===== config.mk =====
export PLATFORM = sky130hd
export DESIGN_NAME = vector_mem_ctrl
export DESIGN_NICKNAME = d
export VERILOG_FILES = /design/src/rtl/vector_mem_ctrl.sv
export SDC_FILE = /design/constraint.sdc
export NUM_CORES = 1
export LEC_CHECK = 0
export BUFFER_PORTS_ARGS = -buffer_cell sky130_fd_sc_hd__clkbuf_2
export CAP_MARGIN = 40
export CORE_MARGIN = 1.5
export CORE_UTILIZATION = 54
export CTS_CLUSTER_SIZE = 16
export DETAILED_ROUTE_END_ITERATION = 8
export PLACE_DENSITY = 0.84
export SETUP_SLACK_MARGIN = 0.02
export SYNTH_ARGS = -nofsm -noshare
export SYNTH_HDL_FRONTEND = slang
export SYNTH_SLANG_ARGS = --single-unit

===== constraint.sdc =====
create_clock -name CLK -period 5.7 [get_ports CLK]
set_input_delay 0.57 -clock CLK [delete_from_list [all_inputs] [get_ports CLK]]
set_output_delay 0.57 -clock CLK [all_outputs]
set_load 0.01 [all_outputs]

===== src/rtl/vector_mem_ctrl.sv =====
`default_nettype none
// ============================================================================
// Module   : vector_mem_ctrl
// Purpose  : Serialises a three-lane GPU vector access onto a single-port
//            data RAM, stalling the GPU until the access completes.
// Revision : 1.0  initial release
// ============================================================================
module vector_mem_ctrl #(
    parameter int ADDR_W = 10,
    parameter int DATA_W = 18,
    parameter int LANES  = 3
) (
    input  logic                          CLK,
    input  logic                          RST,
    input  logic                          MemReq,
    input  logic                          MemWrite,
    input  logic [ADDR_W-1:0]             A1,
    input  logic [ADDR_W-1:0]             A2,
    input  logic [ADDR_W-1:0]             A3,
    input  logic [LANES-1:0][DATA_W-1:0]  writeData,
    output logic [LANES-1:0][DATA_W-1:0]  ReadData,
    output logic                          Stall,
    output logic                          Done,
    output logic [ADDR_W-1:0]             ram_addr,
    output logic                          ram_we,
    output logic [DATA_W-1:0]             ram_wdata,
    input  logic [DATA_W-1:0]             ram_rdata
);

    localparam int K_W = (LANES > 1) ? $clog2(LANES) : 1;
    localparam logic [K_W-1:0] c_LAST_LANE = K_W'(LANES - 1);

    typedef enum logic [1:0] {
        S_IDLE = 2'd0,
        S_ACC  = 2'd1,
        S_LAST = 2'd2,
        S_DONE = 2'd3
    } state_t;

    state_t                         r_state;
    state_t                         w_state_nxt;
    logic [K_W-1:0]                 r_k;
    logic [ADDR_W-1:0]              r_addr [LANES];
    logic [LANES-1:0][DATA_W-1:0]   r_wdata;
    logic                           r_is_write;
    logic                           r_cap_valid;
    logic [K_W-1:0]                 r_cap_lane;
    logic [LANES-1:0][DATA_W-1:0]   r_read_data;
    logic [ADDR_W-1:0]              w_addr_in [LANES];
    logic                           w_accept;
    logic                           w_acc_write;

    assign w_addr_in[0] = A1;
    assign w_addr_in[1] = A2;
    assign w_addr_in[2] = A3;

    assign w_accept    = (r_state == S_IDLE) && MemReq;
    assign w_acc_write = (r_state == S_ACC) && r_is_write;

    always_ff @(posedge CLK) begin
        if (RST) begin
            r_state <= S_IDLE;
        end else begin
            r_state <= w_state_nxt;
        end
    end

    always_comb begin
        w_state_nxt = r_state;
        Stall       = 1'b0;
        Done        = 1'b0;
        ram_addr    = '0;
        ram_wdata   = '0;
        case (r_state)
            S_IDLE: begin
                if (MemReq) begin
                    w_state_nxt = S_ACC;
                    Stall       = 1'b1;
                end
            end
            S_ACC: begin
                Stall    = 1'b1;
                ram_addr = r_addr[r_k];
                if (r_is_write) begin
                    ram_wdata = r_wdata[r_k];
                end
                if (r_k == c_LAST_LANE) begin
                    w_state_nxt = r_is_write ? S_DONE : S_LAST;
                end
            end
            S_LAST: begin
                Stall       = 1'b1;
                w_state_nxt = S_DONE;
            end
            S_DONE: begin
                Done        = 1'b1;
                w_state_nxt = S_IDLE;
            end
            default: w_state_nxt = S_IDLE;
        endcase
    end

    // A write is suppressed in the reset cycle itself so a partial access stops cleanly.
    assign ram_we = w_acc_write && !RST;

    always_ff @(posedge CLK) begin
        if (RST) begin
            r_k        <= '0;
            r_is_write <= 1'b0;
            r_wdata    <= '0;
            for (int i = 0; i < LANES; i++) begin
                r_addr[i] <= '0;
            end
        end else if (w_accept) begin
            r_k        <= '0;
            r_is_write <= MemWrite;
            r_wdata    <= writeData;
            for (int i = 0; i < LANES; i++) begin
                r_addr[i] <= w_addr_in[i];
            end
        end else if (r_state == S_ACC) begin
            r_k <= r_k + 1'b1;
        end
    end

    // Registered RAM read: the word for lane k appears the cycle after it was addressed.
    always_ff @(posedge CLK) begin
        if (RST) begin
            r_cap_valid <= 1'b0;
            r_cap_lane  <= '0;
            r_read_data <= '0;
        end else begin
            r_cap_valid <= (r_state == S_ACC) && !r_is_write;
            r_cap_lane  <= r_k;
            if (r_cap_valid) begin
                r_read_data[r_cap_lane] <= ram_rdata;
            end
        end
    end

    assign ReadData = r_read_data;

endmodule
`default_nettype wire


== Word-level counts from Yosys, hierarchy flattened ==
Memory sizes are Yosys's and may differ from the RTL's. A register that Yosys moved wholly into a read port is not among the register bits.
Index checks and enable logic that the tools add are counted.
Operators by class
  add/sub/neg operators: 1
  magnitude comparators: 3
  equality and inequality tests: 6
  multiplexer cells: 25
  bitwise operators: 3
  reductions and logical operators: 11
Operators by type and width (number)
  $mux W18: 4
  $bwmux W54: 1
  $mux W10: 4
  $bmux W18 S2: 1
  $demux W18 S2: 1
  $mux W1: 8
  $mux W2: 4
  $pmux W2 S4: 1
  $eq A2 B2 Y1 const B: 3
  $lt A2 B3 Y1 const B: 2
  $logic_and A1 B1 Y1: 5
  $reduce_or A2 Y1: 2
  $or A1 B1 Y1: 3
  $add A2 B1 Y2 const B: 1
  $eq A2 B1 Y1 const B: 1
  $ge A2 B1 Y1 const B: 1
  $logic_not A1 Y1: 2
  $logic_not A2 Y1: 1
  $ne A2 B1 Y1 const B: 1
  $ne A2 B2 Y1 const B: 1
  $pmux W1 S2: 1
  $reduce_and A2 Y1: 1
Storage, ports and cells
  bits in registers: 116
  memory bits (writable): 30
  input bits: 106
  output and inout bits: 85
  memories kept: 1
Memories
  r_addr: depth 3, bits a word 10, read ports 1, clocked after memory_dff 1, wr ports 3, RTL line 43  | logic [ADDR_W-1:0] r_addr [LANES];

== Logic depth before layout (Yosys ltp) ==
Gate-level depths: netlist of run 1.
  depth in word-level cells: 6
  depth in mapped cells: 7

== Least setup slack after synthesis of run 1 ==
OpenSTA, ideal clock, no wires.
  kind: input to register
  from: input port RST
  to: memory r_addr[0][0], enable pin
  arrival: 1.569 ns
  setup slack: 3.744 ns
  cell stages on the path: 4
  path through: buf_2 -> a21oi_1 -> buf_2 -> inv_1
RTL lines
  start: declaration: RTL line 14  | input logic RST,
  end: declaration: RTL line 43

== Worst setup path after layout of run 1 ==
  from: register r_state[1]
  to: output port ram_wdata[8]
On the way
  cells in the longest elaborated chain, start to end: 2
Ends and longest elaborated chain
  start: declaration: RTL line 40  | state_t r_state;
  start signal: assignment: RTL line 64  | r_state <= w_state_nxt;
  $eq A2 B1 Y1: RTL line 74  | case (r_state)
  $mux W18: RTL line 74
  end: declaration: RTL line 26  | output logic [DATA_W-1:0] ram_wdata,
Every way passes these cells.

==> results of run 1 <==
cell usage after synthesis, types with 2 or more instances:
cell type / n / area (µm²)
buf_4: 6 / 45.0
buf_6: 2 / 22.5
inv_1: 4 / 15.0
nand2b_1: 2 / 12.5
o21ai_0: 10 / 50.1
edfxtp_1: 30 / 901
nor2b_1: 2 / 12.5
dfxtp_1: 118 / 2360
a21oi_1: 66 / 330
and3b_2: 2 / 20.0
buf_2: 18 / 90.1
a2bb2oi_1: 9 / 78.8
ha_1: 5 / 62.6
nand3b_2: 2 / 22.5
nor3b_1: 2 / 15.0
clkbuf_1: 15 / 56.3
a22o_1: 55 / 482
nand2_1: 128 / 480
mux2i_1: 28 / 280
nor2_1: 16 / 60.1
or2_2: 10 / 62.6
and2_1: 40 / 250
how the worst max path moves through the flow:
stage                       startpoint                          to  slack, ps
6_report       r_state[1]$_SDFFE_PP0P_                ram_wdata[8]       2520
5_1_grt        r_state[1]$_SDFFE_PP0P_                ram_wdata[8]       2290
4_1_cts        r_state[1]$_SDFFE_PP0P_                ram_wdata[8]       2450
3_5_place_dp                       RST                        flop       2990
3_3_place_gp                       RST                        flop       2880
2_1_floorplan                      RST  r_addr[0][0]$_SDFFCE_PN0P_       3740
kinds of logic (layout without fill, tap and decap cells):
kind of cell | after synthesis | after routing | share of synthesized area (%)
and+or+nand+nor | 208 | 208 | 16.8
DFF | 148 | 148 | 56.1
AOI/OAI and AO/OA | 144 | 144 | 16.7
buffers and inverters | 47 | 232 | 4.26
muxes | 28 | 28 | 4.82
adders and majority gates | 5 | 5 | 1.08
xor gates and xnor gates | 1 | 1 | 0.151
sequential cells by signal (all words and copies together), names as in the netlist, named ones only:
| register | flops |
|---|---|
| r_wdata | 54 |
| ReadData | 54 |
| r_is_write | 1 |
| r_k | 2 |
| r_cap_valid | 1 |
| r_addr | 30 |
| r_cap_lane | 2 |
| r_state | 2 |
power groups by stage:
| stage | logic (W) | clock network, W | registers (W) |
|---|---|---|---|
| global route | 0.000760 | 0.00125 | 0.00143 |
| global placement | 0.000623 | 0 | 0.00143 |
| detailed placement | 0.000688 | 0 | 0.00143 |
| CTS | 0.000695 | 0.00120 | 0.00141 |
| finish | 0.000693 | 0.00119 | 0.00141 |
| floorplan | 0.000522 | 0 | 0.00137 |
area by class of cell:
type                            instances  area, µm²
Sequential cell                       148       3260
Multi-Input combinational cell        386       2320
Fill cell                             759       2910
Clock inverter                          4       73.8
Timing Repair Buffer                  196       1040
Clock buffer                           28        581
Inverter                                4       15.0
Tap cell                              136        170
routing by layer:
layer	global-route usage [%]	vias to the layer above	share of wire (%)
met2	42.4	217	50
li1	-	2346	-
met5	0	-	0
met3	7.05	19	7.6
met4	10.3	0	1.8
met1	29.9	2275	41
layout by cell type, fill, tap and decap left out, types with 2 or more instances in the layout:
cell type,instances
o21ai_0,10
a22o_1,55
and3b_2,2
clkbuf_8,5
edfxtp_1,30
ha_1,5
clkbuf_2,190
nand2_1,128
a2bb2oi_1,9
nor2_1,15
bufinv_16,2
mux2i_1,28
a21oi_1,65
clkbuf_1,3
nand2b_1,2
buf_4,4
or2_2,10
nor3b_1,2
and2_1,40
nand3b_2,2
inv_1,4
nor2b_1,2
dfxtp_1,118
buf_16,2
clkbuf_16,20
through the flow:
step / cells / total power [W] / hold WS, ps
global placement: 868 / 0.00206 / 441
detailed placement: 870 / 0.00212 / 450
finish: 902 / 0.00329 / 254
CTS: 902 / 0.00331 / 231
floorplan: 581 / 0.00189 / 421
global route: 902 / 0.00345 / 244
worst reg2reg max path, delay by kind of cell, from the launching register on:
| kind | cells | cell delay, ps |
|---|---|---|
| buffers and inverters | 4 | 1320 |
| AOI/OAI and AO/OA | 2 | 390 |
| DFF | 1 | 390 |
| adders and majority gates | 1 | 280 |
==> run_results.csv, run 1 <==
group,metric,value,unit
critical_path,r2r-start,"r_state[0]$_SDFFE_PP0P_",
critical_path,crit_buf_inv,2,
global_routing,grt_usage,25.0,%
routing,route.detailed.drc,0,
pwr,ir_drop,251,µV
yosys,avgSynthCellArea,10.0,µm²
global_routing,grt_max_degree,86,
yosys,synth_edf_count,30,
floorplan,core,10400,µm²
sta,tightest_slew,772,ps
cells_and_area,area_growth,28.3,%
global_routing,grt_pass1_vias,4651,
placement,hpwl,9.50,mm
placement,portBuffers,190,
clock_network,cts-resized-gates,0,
critical_path,worstSetupEndpointType,"output port",
hold_path,hold-path-endpoint,"r_wdata[30]$_SDFFE_PP0P_",
floorplan,initial_utilization,56.0,%
clock_network,cts_sinks,148,
pwr,p_leak,3.17,nW
sta,max_freq,314,MHz
clock_network,holdBufCountCts,0,
critical_path,worstPathArrival,2610,ps
hold_path,hp-class,"primary input to flop",
critical_path,cp-start-kind,"flop",
hold_path,hp-start,"writeData[30]",
clock_network,cts_made_buffers,17,
sta,timing.final.crit_share,55.9,%
routing,first_pass_iters,5,
yosys,ys_seq_area_share,56.1,%
routing,wl_per_cell,15.7,µm
routing,num_vias,4857,
clock_network,clk_latency,520,ps
critical_path,rrSetupSlack,3230,ps
pwr,pwr-share-clk,36.1,%
run,max_cap_violations,0,
floorplan,dieArea,11400,µm²
sta,period_needed,3180,ps
floorplan,num_rows,37,
placement,dpl_worst_slack,2990,ps
global_routing,grt_overflow,0,
yosys,ys_ff_latch,148,
pwr,seqPwrFrac,42.8,%
hold_path,min_path_cells,2,
cells_and_area,layout.nets,864,
pwr,pwr_density_cell,442,nW/µm²
floorplan,io_pins,191,
routing,vias_per_cell,5.38,
global_routing,grt_pass1_wl,22.1,mm
yosys,ys_types,33,
sta,rsz0062_at_grt,"false",
critical_path,cpLargestDelayFamily,"simple AND/OR/NAND/NOR gates",
sta,setup_viol,0,
placement,place_congestion,0.820,
sta,setup_ws,2520,ps
clock_network,htree_levels,4,
routing,wl,14.2,mm
clock_network,clk_pin_slew,60,ps
sta,hold_viol,0,
critical_path,cp_slowest_cell,"nand2_1",
yosys,syn_nets,692,
pwr,p_int,0.00237,W
routing,drt_iter0_markers,295,
cells_and_area,utilization,71.9,%
critical_path,worstSetupPathType,"flop to output port",
cells_and_area,diodes,0,
global_routing,antenna_found_initial,0,
critical_path,slowest_delay,590,ps
run_status,status,"finished, final reports clean",
cells_and_area,drive_above_1_share,31.9,%
pwr,switchingPower,0.000923,W
critical_path,cp.depth,5,
yosys,synthCells,581,
critical_path,crit_path_cell_trace,"inv_1, ha_1, nand2_1, a21oi_1, clkbuf_2",
floorplan,die_h,107,µm
yosys,syn_area,5810,µm²
pwr,comb_power_share,21.0,%
yosys,synth_ff_type,"dfxtp_1",
cells_and_area,final_cell_area,7460,µm²
pwr,switching_share,28.0,%
sta,maxSlewHeadroom,48.5,%
clock_network,clockBufferDepth,2,
critical_path,cp_max_fo,20,
clock_network,cts-root-buf,"clkbuf_8",
clock_network,cts_setup_buffers,0,
sta,final.setup.tns,0,ps
critical_path,required,5130,ps
routing,drt.antenna.violating_nets,0,
placement,place_area,6800,µm²
sta,slew_viol_final,0,
floorplan,dieWidth,107,µm
critical_path,worst-r2r-cell-count,7,
clock_network,cts_tree,"built",
sta,clock_skew,8.83,ps
yosys,yosysWarnings,0,
yosys,async_flop_share,0,%
Power figures use the tool's default switching activity.
==> run 2, diff against run 1 <==
Settings changed: ABC_AREA set to 1, CORE_UTILIZATION 54 to 46, PLACE_DENSITY 0.84 to 0.76.
Clock period 5.7 ns to 2.73 ns, I/O delays scaled along.
==> run_results.csv, run 2 <==
group,metric,value,unit
clock_network,cts_setup_buffers,0,
global_routing,grt_overflow,0,
critical_path,cp_max_fo,21,
critical_path,rrSetupSlack,770,ps
clock_network,cts-root-buf,"clkbuf_16",
placement,dpl_worst_slack,792,ps
clock_network,htree_levels,4,
critical_path,cp-start-kind,"flop",
clock_network,clk_pin_slew,60,ps
yosys,syn_nets,891,
routing,drt_iter0_markers,516,
critical_path,slowest_delay,560,ps
cells_and_area,final_common_cell,"clkbuf_2",
yosys,async_flop_share,0,%
cells_and_area,n_fill_cell,1220,
floorplan,core,13200,µm²
sta,setup_ws,302,ps
hold_path,min_path_cells,3,
global_routing,grt_max_degree,55,
placement,place_congestion,0.897,
pwr,seqPwrFrac,41.9,%
cells_and_area,area_growth,25.2,%
placement,place_area,7180,µm²
routing,drt.antenna.violating_nets,0,
yosys,synth_area_leaders,"dfxtp_1, edfxtp_1, a21oi_1, inv_1, o21ai_0",
routing,num_vias,5682,
critical_path,worstPathArrival,2150,ps
floorplan,die_h,119,µm
yosys,yosysMostFrequentCell,"inv_1",
global_routing,grt_usage,22.3,%
cells_and_area,layout_common_cells,"clkbuf_2, inv_1, dfxtp_1",
floorplan,io_pins,191,
routing,wl_per_cell,13.6,µm
clock_network,cts-resized-gates,0,
clock_network,cts_made_buffers,17,
cells_and_area,drive_above_1_share,24.7,%
sta,tightest_slew,774,ps
cells_and_area,fin_cells,1133,
critical_path,cp_slowest_cell,"clkinv_1",
clock_network,holdBufCountCts,0,
cells_and_area,final_cell_area,7750,µm²
yosys,syn_area,6190,µm²
critical_path,required,2460,ps
clock_network,clockBufferDepth,2,
critical_path,crit_path_cell_trace,"buf_4, clkinv_1, o211ai_1, a21oi_1, clkbuf_2",
clock_network,clk_latency,420,ps
sta,clock_skew,5.47,ps
cells_and_area,layout.nets,1055,
routing,first_pass_iters,6,
sta,setup_viol,0,
hold_path,hp-class,"primary input to flop",
sta,max_freq,412,MHz
sta,slew_viol_final,0,
yosys,ys_ff_latch,148,
placement,portBuffers,190,
run_status,status,"finished, final reports clean",
floorplan,initial_utilization,46.9,%
pwr,ir_drop,442,µV
clock_network,cts_tree,"built",
yosys,avgSynthCellArea,7.93,µm²
critical_path,worstSetupEndpointType,"output port",
floorplan,num_rows,42,
pwr,switchingPower,0.00212,W
routing,vias_per_cell,5.02,
yosys,synth_top_area_share,38.2,%
floorplan,dieWidth,119,µm
pwr,comb_power_share,24.6,%
sta,hold_viol,0,
pwr,p_leak,3.49,nW
yosys,synthCells,780,
yosys,synth_edf_count,30,
sta,period_needed,2430,ps
critical_path,worstSetupPathType,"flop to output port",
floorplan,dieArea,14200,µm²
yosys,yosysWarnings,0,
sta,timing.final.crit_share,88.9,%
sta,rsz0062_at_grt,"false",
yosys,ys_types,22,
yosys,yosysTopAreaCell,"dfxtp_1",
critical_path,worst-r2r-cell-count,6,
routing,route.detailed.drc,0,
hold_path,hp-start,"writeData[27]",
sta,final.setup.tns,0,ps
sta,maxSlewHeadroom,48.3,%
yosys,ys_seq_area_share,52.7,%
routing,wl,15.4,mm
yosys,synth.top_cells.by_count,"inv_1, dfxtp_1, a21oi_1, nand2_1, nor2_1",
pwr,p_int,0.00452,W
global_routing,grt_pass1_vias,5269,
pwr,pwr-share-clk,33.5,%
critical_path,r2r-start,"r_state[0]$_SDFFE_PP0P_",
global_routing,grt_pass1_wl,25.2,mm
yosys,synth_ff_type,"dfxtp_1",
clock_network,cts_sinks,148,
hold_path,hold-path-endpoint,"r_wdata[27]$_SDFFE_PP0P_",
placement,dp.cells,1101,
placement,hpwl,10.3,mm
pwr,pwr_density_cell,857,nW/µm²
cells_and_area,diodes,0,
global_routing,antenna_found_initial,0,
pwr,switching_share,31.9,%
run,max_cap_violations,0,
==> run 2: cell count changes in the layout (fill, tap and decap cells not counted), sizes merged, moves of 18 or more <==
cell,change
inv,+139
o21ai,+64
nand3,+62
a22o,-55
nor2,+54
nand2,-52
a21oi,+41
and2,-40
mux2i,-28
o211ai,+18
o22ai,+18
==> run 2: critical path: cells and delay by family, from the launching register on <==
family	cells	cell delay, ps
AO/OA/AOI/OAI	2	440
buffers and inverters	3	990
flip-flops	1	300
==> run 2: final cells by class <==
type / count / area [µm²] / share of cell area [%]
well taps: 176 / 220 / 2.84
clock inverters: 9 / 77.6 / 1.00
repair buffers: 199 / 1040 / 13.5
inverters: 145 / 544 / 7.02
flip-flops and latches: 148 / 3260 / 42.1
clock buffers: 23 / 489 / 6.31
multi-input cells: 433 / 2110 / 27.3
==> run 2: how the worst max path moves through the flow <==
| stage | from | to | slack (ps) | depth (start not counted) |
|---|---|---|---|---|
| 2_1_floorplan | r_state[0]$_SDFFE_PP0P_ | r_addr[0][0]$_SDFFCE_PN0P_ | 1060 | 5 |
| 3_3_place_gp | r_state[0]$_SDFFE_PP0P_ | r_addr[1][6]$_SDFFCE_PN0P_ | 830 | 5 |
| 3_5_place_dp | r_state[0]$_SDFFE_PP0P_ | r_addr[1][6]$_SDFFCE_PN0P_ | 790 | 5 |
| 4_1_cts | r_k[1]$_SDFFE_PP0N_ | ram_wdata[14] | 370 | 5 |
| 5_1_grt | r_k[1]$_SDFFE_PP0N_ | ram_wdata[6] | 180 | 5 |
| 6_report | r_k[1]$_SDFFE_PP0N_ | ram_wdata[6] | 300 | 5 |
==> run 2: through the flow <==
step	util, %	hold WS (ps)	total power [W]
finish	58.8	86.6	0.00664
global placement	54.5	431	0.00440
detailed placement	54.5	438	0.00444
floorplan	-	418	0.00397
global route	58.8	73.7	0.00702
CTS	58.8	75.4	0.00666
==> run 2: layer usage <==
metal | wire, µm | track usage, % | up-vias
met3 | 1360 | 6.56 | 31
met5 | 0 | 0 | -
met1 | 6780 | 29.1 | 2541
li1 | - | - | 2845
met2 | 6860 | 33.4 | 265
met4 | 365 | 11.3 | 0
==> run 2: power by group through the flow <==
| stage | sequential (W) | clock, W | combinational [W] |
|---|---|---|---|
| final | 0.00278 | 0.00222 | 0.00163 |
| after detailed placement | 0.00282 | 0 | 0.00162 |
| after floorplan | 0.00279 | 0 | 0.00117 |
| after CTS | 0.00278 | 0.00225 | 0.00163 |
| after global routing | 0.00282 | 0.00235 | 0.00185 |
| after global placement | 0.00281 | 0 | 0.00159 |
==> run 2: kinds of logic (layout without fill, tap and decap cells) <==
group	after synthesis	after routing	synth area share (%)
AND/OR/NAND/NOR	211	211	14.4
buffers and inverters	199	376	13.2
AO/OA/AOI/OAI	217	217	18.6
flip-flops	148	148	52.7
adder cells (fa/ha/maj)	5	5	1.01
==> run 3, diff against run 2 <==
Settings changed: MAX_ROUTING_LAYER set to met4, PLACE_DENSITY 0.76 to 0.79.
==> run_results.csv, run 3 (synthesis results as in run 2) <==
group,metric,value,unit
clock_network,clk_latency,420,ps
floorplan,dieWidth,119,µm
floorplan,core,13200,µm²
floorplan,io_pins,191,
global_routing,grt_busiest_layer,"met2",
critical_path,worstSetupEndpointType,"output port",
pwr,p_leak,3.50,nW
routing,drt.antenna.violating_nets,0,
routing,num_vias,5676,
routing,route.detailed.drc,0,
critical_path,worstPathArrival,2120,ps
pwr,pwr_density_cell,858,nW/µm²
critical_path,worstSetupPathType,"flop to output port",
critical_path,required,2460,ps
sta,final.setup.tns,0,ps
global_routing,met2_usage,33.3,%
cells_and_area,drive_above_1_share,24.5,%
hold_path,hp-class,"primary input to flop",
routing,wl_per_cell,13.2,µm
critical_path,cp_max_fo,21,
pwr,ir_drop,451,µV
clock_network,cts_tree,"built",
hold_path,hp-start,"writeData[27]",
routing,first_pass_iters,5,
sta,rsz0062_at_grt,"false",
critical_path,cp_slowest_cell,"clkinv_1",
cells_and_area,n_fill_cell,1209,
floorplan,initial_utilization,46.9,%
critical_path,cpLargestDelayFamily,"buffers and inverters",
sta,maxSlewHeadroom,47.9,%
global_routing,gr-usage-met1,27.2,%
cells_and_area,area_growth,25.2,%
critical_path,cp-start-kind,"flop",
sta,max_freq,418,MHz
critical_path,worst-r2r-cell-count,6,
floorplan,die_h,119,µm
placement,place_congestion,0.925,
sta,slew_viol_final,0,
cells_and_area,layout.nets,1055,
clock_network,cts_sinks,148,
clock_network,clk_pin_slew,60,ps
critical_path,crit_buf_inv,3,
sta,setup_viol,0,
placement,portBuffers,190,
sta,clock_skew,7.57,ps
sta,tightest_slew,779,ps
clock_network,htree_levels,4,
critical_path,r2r-start,"r_state[0]$_SDFFE_PP0P_",
critical_path,crit_path_cell_trace,"buf_4, clkinv_1, o211ai_1, a21oi_1, clkbuf_2",
critical_path,r2r_end,"r_addr[2][0]$_SDFFCE_PN0P_",
global_routing,grt_max_degree,55,
sta,period_needed,2390,ps
global_routing,met3_usage,5.75,%
critical_path,rrSetupSlack,710,ps
routing,drt_iter0_markers,404,
placement,hpwl,10.2,mm
clock_network,cts_setup_buffers,0,
run,max_cap_violations,0,
global_routing,antenna_found_initial,0,
clock_network,cts-resized-gates,0,
clock_network,cts-root-buf,"clkbuf_16",
hold_path,min_path_cells,3,
global_routing,grt_pass1_vias,5138,
cells_and_area,layout_common_cells,"clkbuf_2, inv_1, dfxtp_1",
global_routing,grt_pass1_wl,24.3,mm
cells_and_area,diodes,0,
global_routing,grt_overflow,0,
routing,wl,14.9,mm
hold_path,hold-path-endpoint,"r_wdata[27]$_SDFFE_PP0P_",
critical_path,slowest_delay,540,ps
sta,hold_viol,0,
floorplan,num_rows,42,
cells_and_area,fin_cells,1133,
clock_network,cts_made_buffers,17,
cells_and_area,final_common_cell,"clkbuf_2",
run_status,status,"finished, final reports clean",
clock_network,holdBufCountCts,0,
floorplan,dieArea,14200,µm²
routing,vias_per_cell,5.01,
sta,timing.final.crit_share,87.6,%
placement,dp.cells,1101,
clock_network,clockBufferDepth,2,
global_routing,grt_usage,22.1,%
[run 3: worst max-delay path by stage]
stage | start | cells past startpoint | to
3_3_place_gp | r_k[1]$_SDFFE_PP0N_ | 5 | ram_wdata[15]
5_1_grt | r_state[1]$_SDFFE_PP0P_ | 5 | ram_wdata[4]
4_1_cts | r_k[1]$_SDFFE_PP0N_ | 5 | ram_wdata[15]
2_1_floorplan | r_state[0]$_SDFFE_PP0P_ | 5 | r_addr[0][0]$_SDFFCE_PN0P_
3_5_place_dp | r_state[0]$_SDFFE_PP0P_ | 6 | r_addr[0][8]$_SDFFCE_PN0P_
6_report | r_k[1]$_SDFFE_PP0N_ | 5 | ram_wdata[15]
[run 3: power breakdown]
part | internal (W) | total [W] | leakage (nW) | switching, W
Clock | 0.00141 | 0.00226 | 0.284 | 0.000852
Sequential | 0.00261 | 0.00278 | 1.28 | 0.000168
Combinational | 0.000559 | 0.00162 | 1.93 | 0.00106
Total | 0.00458 | 0.00665 | 3.50 | 0.00208
[run 3: per-stage QoR]
stage	area, µm²	hold WS, ps	worst slack (ps)	utilization [%]	total power [W]
2_1_floorplan	6190	418	1060	-	0.00397
3_3_place_gp	7150	432	807	54.2	0.00437
3_5_place_dp	7170	437	756	54.4	0.00442
4_1_cts	7750	70.3	353	58.8	0.00669
5_1_grt	7750	81.5	213	58.8	0.00703
6_report	7750	88.8	338	58.8	0.00665
[run 3: per-layer routing]
layer | vias to the layer above | wire length, µm
li1 | 2845 | -
met1 | 2533 | 6380
met2 | 250 | 6870
met3 | 48 | 1120
met4 | 0 | 571
met5 | - | 0
[run 3: area by class of cell]
| cell class | instances | area, µm² | share of cell area, % |
|---|---|---|---|
| clock inverters | 11 | 108 | 1.39 |
| repair buffers | 199 | 1030 | 13.3 |
| clock buffers | 21 | 472 | 6.09 |
| inverters | 145 | 544 | 7.02 |
| multi-input cells | 433 | 2110 | 27.3 |
| well taps | 176 | 220 | 2.84 |
| flip-flops and latches | 148 | 3260 | 42.1 |
[run 3: tightest hold or removal path, stage by stage]
cell      delay [ps]
clkbuf_2          80
inv_1             40
o22ai_1           60
